### src/rtl/gs_host_mailbox.sv
// rtl/gs_host_mailbox.sv - Z80 host <-> GS mailbox: data FIFO at B3h, command/status at BBh
// Host accesses are edge-detected so each I/O cycle produces exactly one event.
module gs_host_mailbox #(
  parameter int DEPTH = 4
) (
  input  logic       rst_n,
  input  logic       clkcpu,
  input  logic [7:0] a,
  input  logic [7:0] d_in,
  output logic [7:0] d_out,
  output logic       d_oe,
  input  logic       n_iorq,
  input  logic       n_rd,
  input  logic       n_wr,
  input  logic       n_m1,
  input  logic       ena,
  output logic       iorqge,
  output logic [7:0] gs_data,
  output logic       gs_data_valid,
  input  logic       gs_data_pop,
  output logic [7:0] gs_cmd,
  output logic       gs_cmd_valid,
  input  logic       gs_cmd_ack,
  input  logic       gs_out_wr,
  input  logic [7:0] gs_out_data
);

  localparam int AW = $clog2(DEPTH);
  localparam int CW = AW + 1;
  localparam logic [7:0] ADDR_DATA = 8'hB3;
  localparam logic [7:0] ADDR_CMD  = 8'hBB;

  logic [7:0]    mem [DEPTH];
  logic [AW-1:0] wptr_q, rptr_q;
  logic [CW-1:0] cnt_q, cnt_d;
  logic          wr_q, rd_q;
  logic          ovf_q, ovf_d;
  logic          out_flag_q, out_flag_d;
  logic [7:0]    out_q;
  logic [7:0]    cmd_q;
  logic          cmd_valid_q, cmd_valid_d;

  logic wr_qual, rd_qual, wr_ev, rd_ev;
  logic hit_data, hit_cmd;
  logic fifo_full, fifo_empty;
  logic push_req, push, pop;
  logic [3:0] cnt_wide;
  logic [2:0] cnt_field;
  logic [7:0] status;

  assign wr_qual  = ~n_iorq & ~n_wr & n_m1 & ena;
  assign rd_qual  = ~n_iorq & ~n_rd & n_m1 & ena;
  assign wr_ev    = wr_qual & ~wr_q;
  assign rd_ev    = rd_qual & ~rd_q;
  assign hit_data = (a == ADDR_DATA);
  assign hit_cmd  = (a == ADDR_CMD);

  assign fifo_full  = (cnt_q == CW'(DEPTH));
  assign fifo_empty = (cnt_q == '0);
  assign pop        = gs_data_pop & ~fifo_empty;
  assign push_req   = wr_ev & hit_data;
  // A simultaneous pop frees the slot, so a push into a full FIFO still lands.
  assign push       = push_req & (~fifo_full | pop);

  always_comb begin
    cnt_d = cnt_q;
    if (push && !pop)      cnt_d = cnt_q + CW'(1);
    else if (pop && !push) cnt_d = cnt_q - CW'(1);

    ovf_d = ovf_q;
    if (push_req && fifo_full && !pop) ovf_d = 1'b1;
    else if (rd_ev && hit_cmd)         ovf_d = 1'b0;

    out_flag_d = out_flag_q;
    if (gs_out_wr)                out_flag_d = 1'b1;
    else if (rd_ev && hit_data)   out_flag_d = 1'b0;

    cmd_valid_d = cmd_valid_q;
    if (wr_ev && hit_cmd) cmd_valid_d = 1'b1;
    else if (gs_cmd_ack)  cmd_valid_d = 1'b0;
  end

  always_ff @(posedge clkcpu or negedge rst_n) begin
    if (!rst_n) begin
      wr_q        <= 1'b0;
      rd_q        <= 1'b0;
      wptr_q      <= '0;
      rptr_q      <= '0;
      cnt_q       <= '0;
      ovf_q       <= 1'b0;
      out_flag_q  <= 1'b0;
      out_q       <= 8'h00;
      cmd_q       <= 8'h00;
      cmd_valid_q <= 1'b0;
    end else begin
      wr_q        <= wr_qual;
      rd_q        <= rd_qual;
      cnt_q       <= cnt_d;
      ovf_q       <= ovf_d;
      out_flag_q  <= out_flag_d;
      cmd_valid_q <= cmd_valid_d;
      if (push)                wptr_q <= wptr_q + AW'(1);
      if (pop)                 rptr_q <= rptr_q + AW'(1);
      if (gs_out_wr)           out_q  <= gs_out_data;
      if (wr_ev && hit_cmd)    cmd_q  <= d_in;
    end
  end

  always_ff @(posedge clkcpu) begin
    if (push) mem[wptr_q] <= d_in;
  end

  // Count field is 3 bits wide; DEPTH=8 saturates at 7.
  assign cnt_wide  = 4'(cnt_q);
  assign cnt_field = cnt_wide[3] ? 3'd7 : cnt_wide[2:0];
  assign status    = {out_flag_q, fifo_full, ovf_q, cnt_field, ~fifo_empty, cmd_valid_q};

  assign d_out         = hit_data ? out_q : status;
  assign d_oe          = rd_qual & (hit_data | hit_cmd);
  assign iorqge        = ena & (hit_data | hit_cmd);
  assign gs_data       = mem[rptr_q];
  assign gs_data_valid = ~fifo_empty;
  assign gs_cmd        = cmd_q;
  assign gs_cmd_valid  = cmd_valid_q;

endmodule

### config.mk
export PLATFORM = sky130hd
export DESIGN_NAME = gs_host_mailbox
export DESIGN_NICKNAME = d
export VERILOG_FILES = /design/src/rtl/gs_host_mailbox.sv
export SDC_FILE = /design/constraint.sdc
export NUM_CORES = 1
export LEC_CHECK = 0
export CORE_MARGIN = 2
export CORE_UTILIZATION = 25
export CTS_BUF_LIST = sky130_fd_sc_hd__clkbuf_4 sky130_fd_sc_hd__clkbuf_8 sky130_fd_sc_hd__clkbuf_16
export DETAILED_ROUTE_END_ITERATION = 12
export GPL_TIMING_DRIVEN = 0
export PLACE_DENSITY = 0.47
export REMOVE_ABC_BUFFERS = 1
export SLEW_MARGIN = 20
export SYNTH_ARGS = -nofsm -noshare
export SYNTH_HDL_FRONTEND = slang
export SYNTH_SLANG_ARGS = --single-unit
### constraint.sdc
create_clock -name clkcpu -period 2.49 [get_ports clkcpu]
set_input_delay 0.498 -clock clkcpu [delete_from_list [all_inputs] [get_ports clkcpu]]
set_output_delay 0.498 -clock clkcpu [all_outputs]
set_load 0.02 [all_outputs]
Word-level counts from Yosys, hierarchy flattened:

Memory sizes are Yosys's and may differ from the RTL's.
Index checks and enable logic that the tools add are counted.
W data, S select, Z words.

* reductions and logical operators: 14
* eq/ne operators: 3
* muxes and demuxes: 11
* add/subtract/negate cells: 4
* bitwise gates (word level): 22

Operator list (count)
* $eq A8 B8 Y1 const B: 2
* $and A1 B1 Y1: 13
* $mux W1: 8
* $mux W8: 1
* $reduce_bool A2 Y1: 4
* $logic_and A1 B1 Y1: 7
* $not A1 Y1: 7
* $mux W3: 2
* $add A2 B1 Y2 const B: 2
* $add A3 B1 Y3 const B: 1
* $eq A3 B3 Y1 const B: 1
* $logic_not A3 Y1: 1
* $sub A3 B1 Y3 const B: 1
* $logic_not A1 Y1: 2
* $or A1 B1 Y1: 2

* output and inout port bits: 28
* logic and storage cells: 65
* memories: 1
* register bits after elaboration: 28
* input bits: 34
* memory bits (writable): 32

Memory list
* mem: words 4, width 8, read ports 1, clocked after memory_dff 0, wr ports 1, line 33 `logic [7:0] mem [DEPTH];`

Longest topological paths before layout:

Gate-level depths: netlist (run 1).

* depth after elaboration: 11
* gate-level depth with buffers: 9
* gate-level depth less buffers: 9

Worst setup path before layout (run 1):

OpenSTA, ideal clock, no wires.

* path kind: input port to flip-flop
* start: input port a[2]
* end: register cnt_q[2] (netlist: cnt_field[2])
* slack: 36 ps
* data required time: 2411 ps
* path buffers: 0
* setup time: 79 ps
* arrival: 2375 ps
* stages on the path: 9
* cell sequence: nand4b_2 -> nor4b_4 -> nor3b_4 -> ha_1 -> inv_1 -> fa_1 -> xor2_1 -> nor2_1 -> xor2_1

* cells in the longest elaborated chain, start to end: 6
* elaborated cells between the ends (all ways): 8
* those cells by class: eq/ne (1); mux (1); bitwise (2); reduce/logical (4)

RTL lines
* start: declaration: line 8 `input logic [7:0] a,`
* $eq A8 B8 Y1 (*): line 55 `assign hit_data = (a == ADDR_DATA);`
* $and A1 B1 Y1 (*): line 61 `assign push_req = wr_ev & hit_data;`
* $and A1 B1 Y1 (*): line 63 `assign push = push_req & (~fifo_full | pop);`
* net push: line 46 `logic push_req, push, pop;`
* $logic_not A1 Y1: line 68 `else if (pop && !push) cnt_d = cnt_q - CW'(1);`
* $logic_and A1 B1 Y1: line 68
* $reduce_bool A2 Y1 (no source line)
* end signal: assignment: line 98 `cnt_q <= cnt_d;`
* end: declaration: line 35 `logic [CW-1:0] cnt_q, cnt_d;`

The timed path passes the listed nets; every way through them passes the cells marked *.
A chain may end at the register's enable or synchronous reset.

Worst setup path after layout (run 1):

* start: register rptr_q[0]
* end: output port gs_data[1]

* cells in the longest elaborated chain, start to end: 1

RTL lines
* start: declaration: line 34 `logic [AW-1:0] wptr_q, rptr_q;`
* start signal: assignment: line 103 `if (pop) rptr_q <= rptr_q + AW'(1);`
* $mem_v2 Z4 W8
* end: declaration: line 18 `output logic [7:0] gs_data,`

Every way passes these cells.

==> impl_metrics.env, run 1 <==
export IMPL_core_area_um2=9770
export IMPL_antenna_cells=0
export IMPL_synth_seq_area_share_pct=66.0
export IMPL_pin_count=62
export IMPL_cp_arrival_ns=1.92
export IMPL_post_route_min_period_ns=2.41
export IMPL_antenna_found_initial=0
export IMPL_critPathSlowestCell="clkdlybuf4s50_1"
export IMPL_clkLatencyLatePin_ns=0.34
export IMPL_initial_utilization_pct=25.8
export IMPL_synth_top_family_by_area="multiplexers"
export IMPL_ys_ff_latch=60
export IMPL_numCtsBuffers=9
export IMPL_max_freq_mhz=414
export IMPL_skew_ns=0.00608
export IMPL_wl_met3_um=425
export IMPL_critPathRequiredTime_ns=1.99
export IMPL_route_met2_wl_um=2520
export IMPL_routed_top_layer="met4"
export IMPL_finish_instance_area_um2=3670
export IMPL_cp_buffers_inverters=2
export IMPL_grt_pass1_wl_um=8880
export IMPL_critPathMaxFanout=9
export IMPL_cts_hold_buf=0
export IMPL_ys_types=30
export IMPL_drv_cap=0
export IMPL_gp_congestion=0.641
export IMPL_netlist_instances=146
export IMPL_fin_util_pct=37.5
export IMPL_drc=0
export IMPL_routedWlPerCell_um=14.9
export IMPL_grt_max_degree=20
export IMPL_powerDensity_nw_per_um2=815
export IMPL_end_kind="output pin"
export IMPL_irDropWorstVdd_uv=340
export IMPL_rows=36
export IMPL_cts_tree="done"
export IMPL_setup_slack_ns=0.0761
export IMPL_synth_compound_area_share_pct=1.24
export IMPL_slew_violations=0
export IMPL_synth_xor_area_share_pct=2.09
export IMPL_async_reset_ff_share_pct=46.7
export IMPL_clkTransAtPathRegs_ns=0.07
export IMPL_critical_path_cell_chain="buf_12, mux4_2, clkdlybuf4s50_1"
export IMPL_cp_top_family="buffers and inverters"
export IMPL_root_buffer="clkbuf_8"
export IMPL_slew_headroom_pct=64.7
export IMPL_yosys_area_share_simple_pct=8.05
export IMPL_synthAdderAreaFrac_pct=3.28
export IMPL_dpl_cell_count=337
export IMPL_grt_setup_unrepaired="no"
export IMPL_fin_nets=268
export IMPL_overflow=0
export IMPL_vias=1521
export IMPL_cts_buffer_depth=2
export IMPL_dr_pass1_iters=4
export IMPL_critical_path_max_stage_delay_ns=0.56
export IMPL_crit_type="flip-flop to output pin"
export IMPL_wl_met1_um=2450
export IMPL_track_usage_pct=10.9
export IMPL_min_path_type="primary input to asynchronous set/reset pin"
export IMPL_post_dp_hpwl_um=3600
export IMPL_startpoint_type="flip-flop"
export IMPL_p_leak_uw=0.00147
export IMPL_outcome="complete, no violations"
export IMPL_tightest_slew_ns=0.528
export IMPL_dieArea_um2=10900
export IMPL_synth_flop_cell="edfxtp_1"
export IMPL_die_y_um=104
export IMPL_io_buffers=61
export IMPL_ys_warn_count=0
export IMPL_area_delta_synth_final_pct=45.7
export IMPL_cts_sinks=60
export IMPL_dp_slack_ns=-0.855
export IMPL_final_cell_count_no_fill=366
export IMPL_grt_pass1_vias=1701
export IMPL_avgSynthCellArea_um2=17.2
export IMPL_synth_edf_count=32
export IMPL_setup_tns_final_ns=0
export IMPL_wirelength_um=5460
export IMPL_setup_violations_final=0
export IMPL_drt_iter0_markers=45
export IMPL_fin_crit_sh_pct=96.9
export IMPL_viasPerCell=4.16
export IMPL_postRouteAntennaNets=0
export IMPL_syn_area_um2=2520
export IMPL_hold_viol=0
export IMPL_ctsHtreeMaxLevel=3
export IMPL_dpl_instance_area_um2=3300
export IMPL_drive_above_1_share_pct=28.8
export IMPL_die_x_um=104
export IMPL_muxShareOfSynthArea_pct=17.9
-- worst reg2reg max path, stage by stage, from the launching register on --
cell and delay, ns:
dfrtp_1 0.46, or3_1 0.46, nand2_1 0.14, ha_2 0.20
inv_2 0.04, fa_2 0.34, xor2_1 0.16, nor2_1 0.11
xor2_1 0.16
-- state kept, by name, summed over array words and instances (netlist names) --
name	cells
mem	32
out_flag_q	1
gs_cmd_valid	1
wr_q	1
out_q	8
cnt_field	3
rd_q	1
rptr_q	2
wptr_q	2
ovf_q	1
gs_cmd	8
-- metrics by stage --
| step | hold WS, ns | total power (uW) |
|---|---|---|
| global placement | 0.466 | 2010 |
| finish | 0.0413 | 2990 |
| floorplan | 0.202 | 1650 |
| detailed placement | 0.397 | 2020 |
| global route | 0.0271 | 3150 |
| CTS | 0.0303 | 3050 |
-- worst paths after layout --
check / startpoint / end / slack [ns] / cells past startpoint
min: rst_n / out_q[0]$_DFFE_PN0P_ / 0.04 / 1
max: rptr_q[0]$_DFFE_PN0N_ / gs_data[1] / 0.08 / 3
max in group asynchronous: rst_n / rptr_q[0]$_DFFE_PN0N_ / 2.03 / 2
min in group clkcpu: out_flag_q$_DFFE_PN0P_ / out_flag_q$_DFFE_PN0P_ / 0.49 / 1
max reg2reg: cnt_field[1]$_DFFE_PN0P_ / cnt_field[2]$_DFFE_PN0P_ / 0.34 / 8
min reg2reg: out_flag_q$_DFFE_PN0P_ / out_flag_q$_DFFE_PN0P_ / 0.49 / 1
-- cells in the mapped netlist (2+ instances only) --
master / n / area, um^2
xnor2_1: 4 / 35.0
mux2_1: 15 / 169
and2_1: 5 / 31.3
inv_1: 5 / 18.8
buf_2: 2 / 10.0
edfxtp_1: 32 / 961
nor3_1: 2 / 10.0
o21ai_1: 2 / 10.0
mux2_2: 9 / 101
xor2_1: 2 / 17.5
mux4_2: 8 / 180
dfrtp_1: 28 / 701
nor2_1: 4 / 15.0
ha_1: 5 / 62.6
nand2_1: 7 / 26.3
nand3_1: 2 / 10.0
-- cells in the final DEF, fill, tap and decap left out, drive strengths merged, types with 3 or more instances in the layout --
cell	count
clkdlybuf4s50	38
edfxtp	32
dfrtp	28
mux2	24
buf	21
clkbuf	13
dlygate4sd2	9
mux4	8
nand2	7
and2	5
inv	5
ha	5
nor2	4
xnor2	4
dlymetal6s2s	4
o21ai	3
-- power breakdown --
group | internal, uW | switching, uW | leakage [uW]
logic | 462 | 364 | 0.000732
clock network | 574 | 389 | 0.000106
registers | 1110 | 92.4 | 0.000637
-- metal layers --
metal | global-route usage, % | up-vias
li1 | - | 712
met1 | 12.8 | 735
met2 | 17.5 | 67
met3 | 5.58 | 7
met4 | 3.19 | 0
met5 | 0 | -
-- final cells by class --
type | count | area [um^2]
Clock inverter | 6 | 88.8
Multi-Input combinational cell | 77 | 848
Timing Repair Buffer | 75 | 751
Clock buffer | 10 | 131
Sequential cell | 60 | 1660
Fill cell | 953 | 6110
Inverter | 5 | 18.8
Tap cell | 133 | 166
-- cells by family (layout without fill, tap and decap cells) --
logic type / after synthesis / count (layout)
multiplexers: 32 / 32
XOR/XNOR: 6 / 6
AO/OA/AOI/OAI: 5 / 5
adder cells (fa/ha/maj): 6 / 6
flip-flops: 60 / 60
buffers and inverters: 9 / 96
AND/OR/NAND/NOR: 28 / 28
-- repair_timing --
item / 4_1_cts / 5_1_grt
setup buffers: 12 / 0
resized for setup: 43 / 18
pin swaps: 6 / 7
endpoints found under the setup margin: 20 / 10
gates cloned: 1 / 0
Power figures use the tool's default switching activity.
==> inputs of run 2 (changes only) <==
--- a/config.mk
+++ b/config.mk
@@ -5,10 +5,11 @@
 export SDC_FILE = /design/constraint.sdc
 export NUM_CORES = 1
 export LEC_CHECK = 0
-export CORE_MARGIN = 2
+export CORE_MARGIN = 3
 export CORE_UTILIZATION = 25
 export CTS_BUF_LIST = sky130_fd_sc_hd__clkbuf_4 sky130_fd_sc_hd__clkbuf_8 sky130_fd_sc_hd__clkbuf_16
 export DETAILED_ROUTE_END_ITERATION = 12
+export GPL_ROUTABILITY_DRIVEN = 0
 export GPL_TIMING_DRIVEN = 0
 export PLACE_DENSITY = 0.47
 export REMOVE_ABC_BUFFERS = 1
==> constraint.sdc (replaced) <==
create_clock -name clkcpu -period 2.3 [get_ports clkcpu]
set_input_delay 0.46 -clock clkcpu [delete_from_list [all_inputs] [get_ports clkcpu]]
set_output_delay 0.46 -clock clkcpu [all_outputs]
set_load 0.02 [all_outputs]
==> run 2 against run 1 <==
Register-to-register slack worse by 0.15 ns. First-iteration DRC count shrank 24%. Sequential share of layout area fell by 0.071 points. Sequential power up 9%. Critical path type is now primary input to output pin.
==> impl_metrics.env, run 2 (synthesized netlist as in run 1, its figures left out) <==
export IMPL_drive_above_1_share_pct=32.8
export IMPL_layout_common_cells="edfxtp_1 (32), clkdlybuf4s50_1 (29), dfrtp_1 (27)"
export IMPL_routedWlPerCell_um=14.7
export IMPL_vias=1521
export IMPL_skew_ns=0.00852
export IMPL_slew_headroom_pct=66.8
export IMPL_tightest_slew_ns=0.497
export IMPL_viasPerCell=4.14
export IMPL_cts_buffer_depth=2
export IMPL_hold_viol=0
export IMPL_fillers=942
export IMPL_cp_arrival_ns=1.76
export IMPL_drc=0
export IMPL_area_delta_synth_final_pct=46.1
export IMPL_drt_iter0_markers=34
export IMPL_min_path_type="primary input to flip-flop"
export IMPL_max_freq_mhz=450
export IMPL_clkLatencyLatePin_ns=0.33
export IMPL_total_power_uw=3140
export IMPL_cts_tree="done"
export IMPL_critical_path_max_stage_delay_ns=0.30
export IMPL_powerDensity_nw_per_um2=853
export IMPL_outcome="complete, no violations"
export IMPL_dr_pass1_iters=4
export IMPL_post_dp_hpwl_um=3570
export IMPL_critical_path_cell_chain="clkdlybuf4s15_1, nand4b_4, nor3_4, buf_6, buf_12, mux2_4, buf_4"
export IMPL_post_route_min_period_ns=2.22
export IMPL_grt_pass1_vias=1660
export IMPL_finish_instance_area_um2=3680
export IMPL_critPathRequiredTime_ns=1.84
export IMPL_grt_max_degree=26
export IMPL_largest_register_ff_count=32
export IMPL_postRouteAntennaNets=0
export IMPL_setup_violations_final=0
export IMPL_io_buffers=61
export IMPL_fin_nets=273
export IMPL_cts_sinks=60
export IMPL_die_y_um=106
export IMPL_fin_crit_sh_pct=96.6
export IMPL_mostFrequentLayoutCell="edfxtp_1"
export IMPL_track_usage_pct=10.2
export IMPL_final_cell_count_no_fill=367
export IMPL_core_area_um2=9500
export IMPL_slew_violations=0
export IMPL_initial_utilization_pct=26.5
export IMPL_irDropWorstVdd_uv=422
export IMPL_antenna_found_initial=0
export IMPL_ctsHtreeMaxLevel=3
export IMPL_die_x_um=106
export IMPL_drv_cap=0
export IMPL_end_kind="output pin"
export IMPL_grt_pass1_wl_um=8680
export IMPL_critPathSlowestCell="mux2_4"
export IMPL_regMostFlops="mem"
export IMPL_startpoint_type="primary input"
export IMPL_numCtsBuffers=9
export IMPL_dpl_cell_count=333
export IMPL_pin_count=62
export IMPL_root_buffer="clkbuf_8"
export IMPL_clkTransAtPathRegs_ns=0.07
export IMPL_overflow=0
export IMPL_p_leak_uw=0.00147
export IMPL_dpl_instance_area_um2=3290
export IMPL_dieArea_um2=11300
export IMPL_antenna_cells=0
export IMPL_rows=35
export IMPL_critPathMaxFanout=6
export IMPL_wirelength_um=5400
export IMPL_crit_type="primary input to output pin"
==> run 2: worst paths after layout <==
path	from	to	slack, ns	depth (start not counted)
max	a[4]	d_out[4]	0.08	7
min	n_iorq	rd_q$_DFF_PN0_	0.46	3
max in group asynchronous	rst_n	rptr_q[0]$_DFFE_PN0N_	1.44	3
min in group asynchronous	rst_n	out_q[6]$_DFFE_PN0P_	0.47	2
max reg2reg	cnt_field[1]$_DFFE_PN0P_	cnt_field[2]$_DFFE_PN0P_	0.19	8
min reg2reg	gs_cmd[7]$_DFFE_PN0P_	gs_cmd[7]$_DFFE_PN0P_	0.49	1
==> run 2: area by class of cell <==
type                    instances  area, um^2  share of cell area (%)
multi-input cells              77         867                    23.6
clock inverters                 6        65.1                    1.77
repair buffers                 80         769                    20.9
flip-flops and latches         60        1670                    45.3
clock buffers                  10         131                    3.57
well taps                     129         161                    4.39
inverters                       5        18.8                   0.510
==> run 2: timing repair <==
action | in CTS | in global routing
cloned | 1 | 0
setup endpoints to repair | 53 | 10
buffers inserted | 13 | 3
hold buffers | 1 | 0
endpoints found under the hold margin | 3 | 0
resized for setup | 83 | 13
pin swaps | 9 | 9
==> run 2: power breakdown <==
group / switching, uW / internal, uW
Combinational: 399 / 499
Clock: 415 / 512
Sequential: 110 / 1200
==> run 2: stage by stage <==
stage	setup TNS [ns]	worst slack, ns	utilization [%]	hold WS, ns
floorplan	-1.02	-0.122	-	0.164
global placement	-28.87	-1.42	34.4	0.464
detailed placement	-25.72	-0.927	34.6	0.288
CTS	-0.0211	-0.0211	38.5	0.451
global route	-0.0135	-0.0135	38.7	0.456
finish	0	0.0780	38.7	0.458
==> run 2: per-layer routing <==
metal	vias up	track usage [%]	wire (um)
met4	0	2.22	16
li1	716	-	-
met2	63	16.2	2530
met5	-	0	0
met3	2	6.01	520
met1	740	12.0	2330
==> run 2: worst max-delay path: cells and delay by family <==
kind / cells / cell delay, ns
buffers and inverters: 4 / 0.60
and+or+nand+nor: 2 / 0.39
muxes: 1 / 0.30
